<file path="src/rtl/pkt_fifo.sv">
// pkt_fifo: packet buffer for the SPI register map.
// Software writes a length, then that many data words; the committed packet
// is drained either by the register read strobe (rd_en -> data_out) or by a
// first-word-fall-through valid/ready stream. Misuse sets sticky error bits,
// and flush returns the block to a clean IDLE without a reset.
module pkt_fifo #(
    parameter int DATA_W = 8,
    parameter int DEPTH  = 64,
    parameter int LEN_W  = 8
) (
    input  logic                       clk,
    input  logic                       reset_n,
    input  logic                       flush,
    input  logic                       length_wr_en,
    input  logic [LEN_W-1:0]           length_in,
    input  logic                       length_rd_en,
    output logic [LEN_W-1:0]           length_out,
    input  logic                       wr_en,
    input  logic [DATA_W-1:0]          data_in,
    input  logic                       rd_en,
    output logic [DATA_W-1:0]          data_out,
    output logic                       m_valid,
    input  logic                       m_ready,
    output logic [DATA_W-1:0]          m_data,
    output logic                       m_last,
    output logic                       full,
    output logic                       empty,
    output logic [$clog2(DEPTH+1)-1:0] level,
    output logic                       read_complete,
    output logic [2:0]                 err
);

    localparam int PTR_W = $clog2(DEPTH);
    localparam int LVL_W = $clog2(DEPTH + 1);

    localparam logic [LEN_W-1:0] DEPTH_LEN = LEN_W'(DEPTH);
    localparam logic [LVL_W-1:0] DEPTH_LVL = LVL_W'(DEPTH);
    localparam logic [LEN_W-1:0] ONE_LEN   = LEN_W'(1);

    typedef enum logic [1:0] {
        IDLE  = 2'd0,
        FILL  = 2'd1,
        READY = 2'd2
    } state_t;

    state_t            state;
    logic [DATA_W-1:0] mem [DEPTH];
    logic [PTR_W-1:0]  wr_ptr;
    logic [PTR_W-1:0]  rd_ptr;
    logic [LEN_W-1:0]  len;
    // words written so far while in FILL, words still to drain while in READY
    logic [LEN_W-1:0]  cnt;
    logic [LEN_W-1:0]  cnt_inc;
    logic [LVL_W-1:0]  level_next;

    logic len_ok;
    logic push;
    logic rd_pop;
    logic stream_pop;
    logic pop;
    logic last_pop;

    // flush wins over every strobe, so all qualified actions are gated by it
    assign len_ok     = (length_in != '0) && (length_in <= DEPTH_LEN);
    assign push       = !flush && (state == FILL) && wr_en;
    assign rd_pop     = !flush && (state == READY) && rd_en;
    assign stream_pop = !flush && m_valid && m_ready;
    assign pop        = rd_pop || stream_pop;
    assign last_pop   = pop && (cnt == ONE_LEN);
    assign cnt_inc    = cnt + ONE_LEN;

    // the register read port has priority over the stream, so the stream
    // head is withdrawn for the cycle in which rd_en is asserted
    assign m_valid = (state == READY) && !rd_en;
    assign m_data  = mem[rd_ptr];
    assign m_last  = m_valid && (cnt == ONE_LEN);

    // next occupancy; push and pop live in different states and never coincide
    always_comb begin
        level_next = level;
        if (push) begin
            level_next = level + LVL_W'(1);
        end else if (pop) begin
            level_next = level - LVL_W'(1);
        end
    end

    // storage array: written only by accepted pushes, never reset
    always_ff @(posedge clk) begin
        if (push) begin
            mem[wr_ptr] <= data_in;
        end
    end

    // packet FSM with length latch and the shared fill/remaining counter
    always_ff @(posedge clk or negedge reset_n) begin
        if (!reset_n) begin
            state <= IDLE;
            len   <= '0;
            cnt   <= '0;
        end else if (flush) begin
            state <= IDLE;
            len   <= '0;
            cnt   <= '0;
        end else begin
            case (state)
                IDLE: begin
                    if (length_wr_en && len_ok) begin
                        len   <= length_in;
                        cnt   <= '0;
                        state <= FILL;
                    end
                end
                FILL: begin
                    if (push) begin
                        if (cnt_inc == len) begin
                            // switch the counter over to words remaining
                            cnt   <= len;
                            state <= READY;
                        end else begin
                            cnt <= cnt_inc;
                        end
                    end
                end
                READY: begin
                    if (pop) begin
                        cnt <= cnt - ONE_LEN;
                        if (cnt == ONE_LEN) begin
                            state <= IDLE;
                        end
                    end
                end
                default: begin
                    state <= IDLE;
                end
            endcase
        end
    end

    // pointers and registered occupancy flags; pointers wrap modulo DEPTH
    always_ff @(posedge clk or negedge reset_n) begin
        if (!reset_n) begin
            wr_ptr <= '0;
            rd_ptr <= '0;
            level  <= '0;
            full   <= 1'b0;
            empty  <= 1'b1;
        end else if (flush) begin
            wr_ptr <= '0;
            rd_ptr <= '0;
            level  <= '0;
            full   <= 1'b0;
            empty  <= 1'b1;
        end else begin
            if (push) begin
                wr_ptr <= wr_ptr + PTR_W'(1);
            end
            if (pop) begin
                rd_ptr <= rd_ptr + PTR_W'(1);
            end
            level <= level_next;
            full  <= (level_next == DEPTH_LVL);
            empty <= (level_next == '0);
        end
    end

    // register-port read data, length readback and completion pulse
    always_ff @(posedge clk or negedge reset_n) begin
        if (!reset_n) begin
            data_out      <= '0;
            length_out    <= '0;
            read_complete <= 1'b0;
        end else if (flush) begin
            read_complete <= 1'b0;
        end else begin
            read_complete <= last_pop;
            if (rd_pop) begin
                data_out <= mem[rd_ptr];
            end
            if (length_rd_en) begin
                length_out <= (state == IDLE) ? '0 : cnt;
            end
        end
    end

    // sticky misuse flags {len_err, wr_err, rd_err}, cleared only by flush/reset
    always_ff @(posedge clk or negedge reset_n) begin
        if (!reset_n) begin
            err <= 3'b000;
        end else if (flush) begin
            err <= 3'b000;
        end else begin
            if (length_wr_en && ((state != IDLE) || !len_ok)) begin
                err[2] <= 1'b1;
            end
            if (wr_en && (state != FILL)) begin
                err[1] <= 1'b1;
            end
            if (rd_en && (state != READY)) begin
                err[0] <= 1'b1;
            end
        end
    end

endmodule
</file>
<file path="config.mk">
export PLATFORM = sky130hd
export DESIGN_NAME = pkt_fifo
export DESIGN_NICKNAME = d
export VERILOG_FILES = /design/src/rtl/pkt_fifo.sv
export SDC_FILE = /design/constraint.sdc
export NUM_CORES = 1
export LEC_CHECK = 0
export CAP_MARGIN = 10
export CORE_ASPECT_RATIO = 0.6
export CORE_MARGIN = 2
export CORE_UTILIZATION = 56
export CTS_BUF_LIST = sky130_fd_sc_hd__clkbuf_4 sky130_fd_sc_hd__clkbuf_8 sky130_fd_sc_hd__clkbuf_16
export CTS_CLUSTER_DIAMETER = 30
export DETAILED_ROUTE_END_ITERATION = 10
export MAX_ROUTING_LAYER = met4
export PLACE_DENSITY = 0.79
export SLEW_MARGIN = 25
export SYNTH_ARGS = -nofsm -noshare
export SYNTH_HDL_FRONTEND = slang
export SYNTH_SLANG_ARGS = --single-unit
</file>
<file path="constraint.sdc">
create_clock -name clk -period 2.7 [get_ports clk]
set_input_delay 0.54 -clock clk [delete_from_list [all_inputs] [get_ports clk]]
set_output_delay 0.54 -clock clk [all_outputs]
set_load 0.05 [all_outputs]
</file>
* Word-level counts from Yosys, hierarchy flattened
Memories as Yosys holds them, arrays and structs flattened. Cells that the tools add are included.
Word-level totals: register bits after elaboration 59, bits in latches 0, RAM bits 512, memory bits (read-only) 0, input bits 24, output and inout bits 39, logic and storage cells 104, memories 1
Cells by class: add/sub/neg operators 6, $mul 0, div/mod/pow operators 0, order comparisons 1, equality and inequality tests 12, shift operators 0, multiplexer cells 33, bitwise operators 1, reductions and logical operators 36
Memories:
- mem | depth 64, bits a word 8, rd ports 1, clocked after memory_dff 0, wr ports 1, line 47 | logic [DATA_W-1:0] mem [DEPTH];
Operator list (number):
- 8-bit two-way mux | 9
- 6-bit two-way mux | 4
- 8-bit one-hot mux with 3 select lines | 1
- 7-bit two-way mux | 3
- 2-bit nonzero test | 8
- 1-bit logical AND | 14
- 6-bit by 1-bit adder with 6-bit output (second input constant) | 2
- 2-bit two-way mux | 6
- 3-bit != test (second input constant) | 4
- 8-bit by 1-bit adder with 8-bit output (second input constant) | 1
- 8-bit by 1-bit equality test with 1-bit output (second input constant) | 1
- 8-bit equality test | 1
- 8-bit by 7-bit less-or-equal comparator with 1-bit output (second input constant) | 1
- 1-bit two-way mux | 8
- 8-bit nonzero test | 1
- 8-bit by 1-bit subtractor with 8-bit output (second input constant) | 1
- 7-bit by 1-bit adder with 7-bit output (second input constant) | 1
- 7-bit equality test (second input constant) | 1
- 7-bit logical NOT | 1
- 7-bit by 1-bit subtractor with 7-bit output (second input constant) | 1
- 2-bit one-hot mux with 3 select lines | 1
- 2-bit AND reduction | 3
- 5-bit AND reduction | 1
- 4-bit AND reduction | 1
- other kinds (11) | 14

* Logic depth before layout (Yosys ltp)
Gate-level depths: netlist of run 1.
word-level depth 9, mapped depth 10, gate-level depth less buffers 8

* Worst setup path after synthesis of run 1
OpenSTA, ideal clock, no wires.
path type reg-to-output, from register cnt[4], to output port m_last, data arrival time 2.470 ns, path slack -0.310 ns, cell stages (with the launch flop) 4, cell sequence dfrtp_1 > or4_1 > or4b_4 > nor3_1
Between the ends: longest elaborated chain between the ends 2
Ends and longest elaborated chain:
- start: declaration | line 52 | logic [LEN_W-1:0] cnt;
- start signal: assignment | line 118 | cnt <= len;
- start signal: assignment | line 121 | cnt <= cnt_inc;
- start signal: assignment | line 127 | cnt <= cnt - ONE_LEN;
- 8-bit by 1-bit equality test with 1-bit output | line 76 | assign m_last = m_valid && (cnt == ONE_LEN);
- 1-bit logical AND | line 76
- end: declaration | line 25 | output logic m_last,
No other way between the ends.

* Worst setup path in the final report of run 1
from register rd_ptr[0], to output port m_data[2]
Between the ends: longest elaborated chain between the ends 1
Ends and longest elaborated chain:
- start: declaration | line 49 | logic [PTR_W-1:0] rd_ptr;
- start signal: assignment | line 159 | rd_ptr <= rd_ptr + PTR_W'(1);
- memory read 64 x 8 bit
- end: declaration | line 24 | output logic [DATA_W-1:0] m_data,
No other way between the ends.

==> results of run 1 <==
## synth_stat cells (16+ instances only)
library cell,number
nor2_1,109
mux4_2,71
dfrtp_1,58
clkbuf_1,31
o21ai_0,18
nand4_1,16
nor2b_1,20
a31oi_1,17
a22oi_1,24
mux2_2,25
buf_2,17
nand2_1,73
mux2i_1,115
a21oi_1,17
edfxtp_1,512
buf_1,16
## routing by layer
metal / vias up / share of wire (%)
li1: 6069 / -
met1: 7169 / 42
met2: 872 / 45
met3: 100 / 11
met4: 0 / 1.9
met5: - / 0
## registers in the layout (all words and copies together), names as in the netlist, 6 cells and up
name        flops
data_out        8
rd_ptr          6
mem           512
cnt             8
length_out      8
wr_ptr          6
level           7
len             8
## critical path: stages (launching register included)
cell	delay [ns]
dfrtp_4	0.48
buf_8	0.21
buf_16	0.20
mux4_2	0.53
mux2i_1	0.36
a21o_1	0.24
a31oi_4	0.11
buf_6	0.17
## power by group
group | switching [mW] | leakage, nW | internal, mW
logic | 1.04 | 3.37 | 0.684
registers | 0.0860 | 5.40 | 9.73
clock network | 4.01 | 1.23 | 5.98
## cells by family (layout without fill, tap and decap cells)
logic type,after synthesis,count (layout)
compound gates,165,165
xor+xnor,25,25
fa+ha+maj,11,11
buf+inv,96,436
flops,571,571
mux,218,218
simple gates,299,299
## layout by cell type (no fill, tap or decap), types with 7 or more instances in the layout
cell / netlist / routed
a22oi_1: 24 / 17
dfrtp_1: 58 / 56
mux2i_2: 0 / 11
xor2_1: 13 / 13
clkinvlp_4: 0 / 9
mux4_2: 71 / 74
buf_4: 11 / 195
nand3_1: 13 / 13
edfxtp_1: 512 / 512
inv_1: 13 / 13
xnor2_1: 12 / 12
buf_12: 2 / 19
mux2_2: 25 / 25
a22oi_2: 0 / 7
bufinv_16: 0 / 7
inv_6: 0 / 12
nand4_1: 16 / 16
nand2b_1: 7 / 7
mux2i_1: 115 / 102
nor3_1: 14 / 13
clkdlybuf4s50_1: 0 / 43
a22o_1: 10 / 9
a21o_1: 9 / 8
a21oi_1: 17 / 15
ha_1: 11 / 10
o22ai_1: 11 / 9
clkbuf_16: 0 / 77
buf_2: 17 / 9
nor2b_1: 20 / 19
clkinv_8: 0 / 7
a31oi_1: 17 / 9
o21ai_0: 18 / 18
nand2_1: 73 / 73
o21ai_1: 7 / 7
nor2_1: 109 / 108
buf_6: 5 / 14
a31oi_4: 0 / 7
## final timing paths
path	to	slack [ns]	cells after the start
worst max-delay path	m_data[2]	-0.75	7
worst min-delay path	mem[57][2]$_DFFE_PP_	0.47	1
worst max register to register	data_out[7]$_DFFE_PN0P_	0.08	9
worst min register to register	length_out[5]$_DFFE_PN0P_	0.49	2
max in group asynchronous	length_out[6]$_DFFE_PN0P_	1.56	3
min in group asynchronous	full$_DFF_PN0_	0.50	2
## area by class of cell
class | count | share of cell area [%]
multi-input cells | 718 | 22.73
inverters | 14 | 0.1780
clock inverters | 55 | 2.187
well taps | 570 | 2.416
clock buffers | 80 | 6.486
flip-flops and latches | 571 | 57.12
repair buffers | 287 | 8.885
## repair_timing
action | in CTS | in global routing
resized for setup | 54 | 32
pin swaps | 9 | 6
buffers inserted | 10 | 5
gates cloned | 0 | 2
hold buffers | 1 | 0
endpoints found under the setup margin | 11 | 11
endpoints found under the hold margin | 21 | 0
## metrics by stage
step | power (mW) | setup slack, ns
floorplan | 10.91 | 0.03120
global placement | 11.55 | -0.3316
detailed placement | 11.59 | -0.3421
CTS | 21.57 | -0.7556
global route | 22.12 | -0.8475
finish | 21.54 | -0.7493
==> impl_metrics.py, run 1 <==
metrics = {
    "yosys": {
        "synth_compound_area_share_pct": 5.186,
        "synthesis.area_sq_um": 23600,
        "yosys_warnings": 0,
        "yosys-mux-area-fraction_pct": 13.63,
        "synthXorXnorAreaFrac_pct": 0.9279,
        "syn_avg_cell_area_sq_um": 17.04,
        "synthSimpleGateAreaFrac_pct": 6.167,
        "ys_seq_area_share_pct": 71.42,
        "synth_top_family_by_area": "multiplexers",
        "ys.flop_type": "edfxtp_1",
        "yosys.area_share.adder_pct": 0.5833,
        "synth_seq_cells": 571,
        "synthCells": 1385,
        "synth_async_sr_flop_share_pct": 10.33,
        "synth.distinct_cells": 72,
        "ys_top_cells_by_area": "edfxtp_1, mux4_2, dfrtp_1",
        "synth_largest_area_cell": "edfxtp_1",
        "synth.net_count": 1420,
        "synth_edf_count": 512,
        "yosys.area.top_type_share_pct": 65.16,
    },
    "setup_path": {
        "required_ns": 2.16,
        "cp.arrival_ns": 2.91,
        "critical_path_class": "reg2out",
        "worst-path-max-fanout": 16,
        "r2r_start": "rd_ptr[0]$_DFFE_PN0P_",
        "startpoint": "rd_ptr[0]$_DFFE_PN0P_",
        "startpoint_type": "flop",
        "endpoint_kind": "output pin",
    },
    "placement": {
        "dp_cells": 2143,
        "dp_hpwl_um": 37490,
        "place_congestion": 0.9151,
        "place_area_sq_um": 26310,
        "portBuffers": 62,
    },
    "finish": {
        "seqCellArea_sq_um": 16860,
        "stdcell_count": 2295,
        "antenna_cells": 0,
        "num-fill-cells": 2509,
        "fin_nets": 1701,
        "fin_area_sq_um": 29520,
        "drive_gt1_share_pct": 31.94,
        "fin_util_pct": 70.74,
        "syn_to_final_growth_pct": 25.09,
        "multiInputGateArea_sq_um": 6709,
    },
    "timing": {
        "worst_pin_slew_ns": 0.8188,
        "worst_slack_ns": -0.7493,
        "rsz0062_at_grt": "true",
        "fmax_ghz": 0.2899,
        "slew_headroom_pct": 45.41,
        "fin_crit_sh_pct": 127.8,
        "final.setup_skew_ns": 0.01970,
        "finalCriticalPeriod_ns": 3.449,
        "slew_viol_final": 0,
        "hold_viol_final": 0,
        "finalSetupTns_ns": -6.055,
        "hold_slack_ns": 0.4685,
        "setup_viol": 9,
    },
    "min_path": {
        "min_from": "data_in[2]",
        "hp-class": "in2reg",
    },
    "routing": {
        "dr.pass1.iters": 5,
        "vias": 14210,
        "antenna_left": 0,
        "avgRoutedWirePerCell_um": 26.10,
        "drc": 0,
        "drt_iter0_drc": 1976,
        "drt-vias-per-instance": 6.192,
        "wl_um": 59910,
    },
    "status": {
        "status": "finished with violations",
        "violations": "negative setup slack",
    },
    "global_route": {
        "grt_max_degree": 65,
        "grt_busiest_layer": "met1",
        "grt_pass1_vias": 14060,
        "grt_overflow_total": 0,
        "grt_pass1_wl_um": 88490,
        "grt.total_usage_pct": 28.67,
        "grt_use_met1_pct": 41.79,
        "grt_use_met2_pct": 40.93,
        "antenna_found_initial": 0,
        "grtUsageMet3_pct": 7.454,
    },
    "pwr": {
        "p_per_area_nw_per_um2": 729.7,
        "vdd_drop_max_uv": 489.7,
        "power.leakage_nw": 9.999,
    },
    "floorplan": {
        "die_h_um": 163,
        "core_area_sq_um": 41730,
        "num_rows": 58,
        "start_util_pct": 56.55,
        "die-area_sq_um": 43850,
        "io_pins": 63,
        "die_x_um": 269.0,
    },
    "cts": {
        "cts_tree": "built",
        "clock_latency_ns": 0.60,
        "cts_buffers": 74,
        "cts_sinks": 571,
        "htreeDepth": 3,
        "path_clk_slew_ns": 0.06,
        "ctsRootBufferMaster": "clkbuf_16",
        "clockBufferDepth": 3,
    },
    "run": {
        "cap_violations": 0,
    },
}
(Power assumes the default switching activity.)
==> run 2: changes to the inputs <==
--- a/config.mk
+++ b/config.mk
@@ -9,7 +9,6 @@
 export CORE_ASPECT_RATIO = 0.6
 export CORE_MARGIN = 2
 export CORE_UTILIZATION = 56
-export CTS_BUF_LIST = sky130_fd_sc_hd__clkbuf_4 sky130_fd_sc_hd__clkbuf_8 sky130_fd_sc_hd__clkbuf_16
 export CTS_CLUSTER_DIAMETER = 30
 export DETAILED_ROUTE_END_ITERATION = 10
 export MAX_ROUTING_LAYER = met4
==> impl_metrics.py, run 2 (synthesized netlist as in run 1, its figures left out) <==
metrics = {
    "pwr": {
        "p_per_area_nw_per_um2": 729.4,
        "p_comb_share_pct": 8.1,
        "pwr-share-seq_pct": 45.7,
        "power.leakage_nw": 9.982,
        "p_clk_share_pct": 46.2,
        "swShare_pct": 23.93,
        "vdd_drop_max_uv": 489.4,
        "switchingPower_mw": 5.143,
        "finalPower_mw": 21.49,
        "p_int_mw": 16.35,
    },
    "global_route": {
        "grt_max_degree": 65,
        "grt_pass1_wl_um": 88950,
        "grt_overflow_total": 0,
        "grt_pass1_vias": 14130,
        "antenna_found_initial": 0,
        "grt.total_usage_pct": 28.88,
    },
    "routing": {
        "drt-vias-per-instance": 6.161,
        "dr.pass1.iters": 8,
        "vias": 14170,
        "drt_iter0_drc": 1912,
        "avgRoutedWirePerCell_um": 25.97,
        "drc": 0,
        "wl_um": 59710,
        "antenna_left": 0,
    },
    "finish": {
        "drive_gt1_share_pct": 31.69,
        "fin_util_pct": 70.62,
        "multiInputGateArea_sq_um": 6660,
        "seqCellArea_sq_um": 16860,
        "fin_area_sq_um": 29470,
        "stdcell_count": 2299,
        "layout_commonest_cell": "edfxtp_1",
        "fin_nets": 1705,
        "num-fill-cells": 2512,
        "syn_to_final_growth_pct": 24.88,
        "largest-register": "mem",
        "antenna_cells": 0,
        "final_cell_mix": "edfxtp_1, buf_4, mux2i_1",
        "largest_reg_flops": 512,
    },
    "timing": {
        "fmax_ghz": 0.2837,
        "rsz0062_at_grt": "true",
        "slew_viol_final": 0,
        "fin_crit_sh_pct": 130.6,
        "hold_slack_ns": 0.4665,
        "finalCriticalPeriod_ns": 3.525,
        "slew_headroom_pct": 44.59,
        "worst_slack_ns": -0.8250,
        "worst_pin_slew_ns": 0.8311,
        "hold_viol_final": 0,
        "finalSetupTns_ns": -6.455,
        "final.setup_skew_ns": 0.02222,
        "setup_viol": 9,
    },
    "setup_path": {
        "endpoint_kind": "output pin",
        "required_ns": 2.16,
        "crit_slowest_cell": "dfrtp_4",
        "crit_path_frequent_cell": "buf_4",
        "cpPeakStageDelay_ns": 0.51,
        "startpoint_type": "flop",
        "worst-path-max-fanout": 20,
        "path_cells": "buf_8, buf_16, mux2i_1, o22ai_1, o41ai_2, buf_4, a21o_1, a31oi_2, buf_4",
        "critical_path_class": "reg2out",
        "cp.arrival_ns": 2.98,
    },
    "floorplan": {
        "start_util_pct": 56.55,
        "die_x_um": 269.0,
        "core_area_sq_um": 41730,
        "io_pins": 63,
        "num_rows": 58,
        "die-area_sq_um": 43850,
        "die_h_um": 163,
    },
    "placement": {
        "dp_hpwl_um": 37490,
        "pre_cts_ws_ns": -0.3421,
        "portBuffers": 62,
        "dp_cells": 2143,
        "place_congestion": 0.9151,
        "place_area_sq_um": 26310,
    },
    "min_path": {
        "hp-class": "in2reg",
    },
    "cts": {
        "htreeDepth": 3,
        "clock_latency_ns": 0.60,
        "cts_buffers": 74,
        "clockBufferDepth": 3,
        "cts_sinks": 571,
        "path_clk_slew_ns": 0.06,
        "ctsRootBufferMaster": "clkbuf_16",
        "cts_tree": "built",
    },
    "run": {
        "cap_violations": 0,
    },
    "status": {
        "status": "finished with violations",
        "violations": "negative setup slack",
    },
}
-- run 2: changes by cell type in the layout (fill, tap and decap cells not counted), sizes merged --
cell,previous run,this run
buf,241,246
clkbuf,82,81
-- run 2: worst max-delay path, delay by kind of cell, from the launching register on --
family	cells	cell delay, ns
compound gates	4	0.81
mux	1	0.26
buf+inv	4	0.80
flops	1	0.51
-- run 2: timing repair --
action,in CTS,in global routing
setup buffers,10,9
hold endpoints to repair,21,0
setup endpoints to repair,11,12
hold buffers,1,0
gates cloned,1,1
resized for setup,51,30
pin swaps,11,15
-- run 2: area by class of cell --
type                       count  area share [%]
sequential                   571           57.22
multi-input combinational    718           22.60
timing repair buffer         291           8.959
clock buffer                  80           6.433
tap                          570           2.420
clock inverter                55           2.191
inverter                      14          0.1783
-- run 2: final timing paths --
kind / start / endpoint / slack (ns) / depth (start not counted)
setup / recovery: rd_ptr[0]$_DFFE_PN0P_ / m_data[6] / -0.82 / 9
hold / removal: data_in[2] / mem[57][2]$_DFFE_PP_ / 0.47 / 1
setup reg to reg: rd_ptr[1]$_DFFE_PN0P_ / data_out[7]$_DFFE_PN0P_ / 0.01 / 10
hold reg to reg: length_out[5]$_DFFE_PN0P_ / length_out[5]$_DFFE_PN0P_ / 0.49 / 2
max in group asynchronous: reset_n / length_out[6]$_DFFE_PN0P_ / 1.57 / 3
min in group asynchronous: reset_n / rd_ptr[0]$_DFFE_PN0P_ / 0.49 / 2
-- run 2: metal layers --
metal,global-route usage (%),vias up,wire (um)
met3,7.212,84,6240
li1,-,6078,-
met4,6.465,0,1019
met5,-,-,0
met1,42.00,7233,25290
met2,41.65,770,27150
-- run 2: power by group through the flow --
| stage | clock [mW] | sequential, mW | combinational, mW |
|---|---|---|---|
| detailed placement | 0 | 9.99 | 1.60 |
| floorplan | 0 | 10.2 | 0.741 |
| global placement | 0 | 9.99 | 1.56 |
| global route | 10.4 | 9.82 | 1.83 |
| CTS | 10.0 | 9.81 | 1.68 |
| finish | 9.94 | 9.82 | 1.74 |
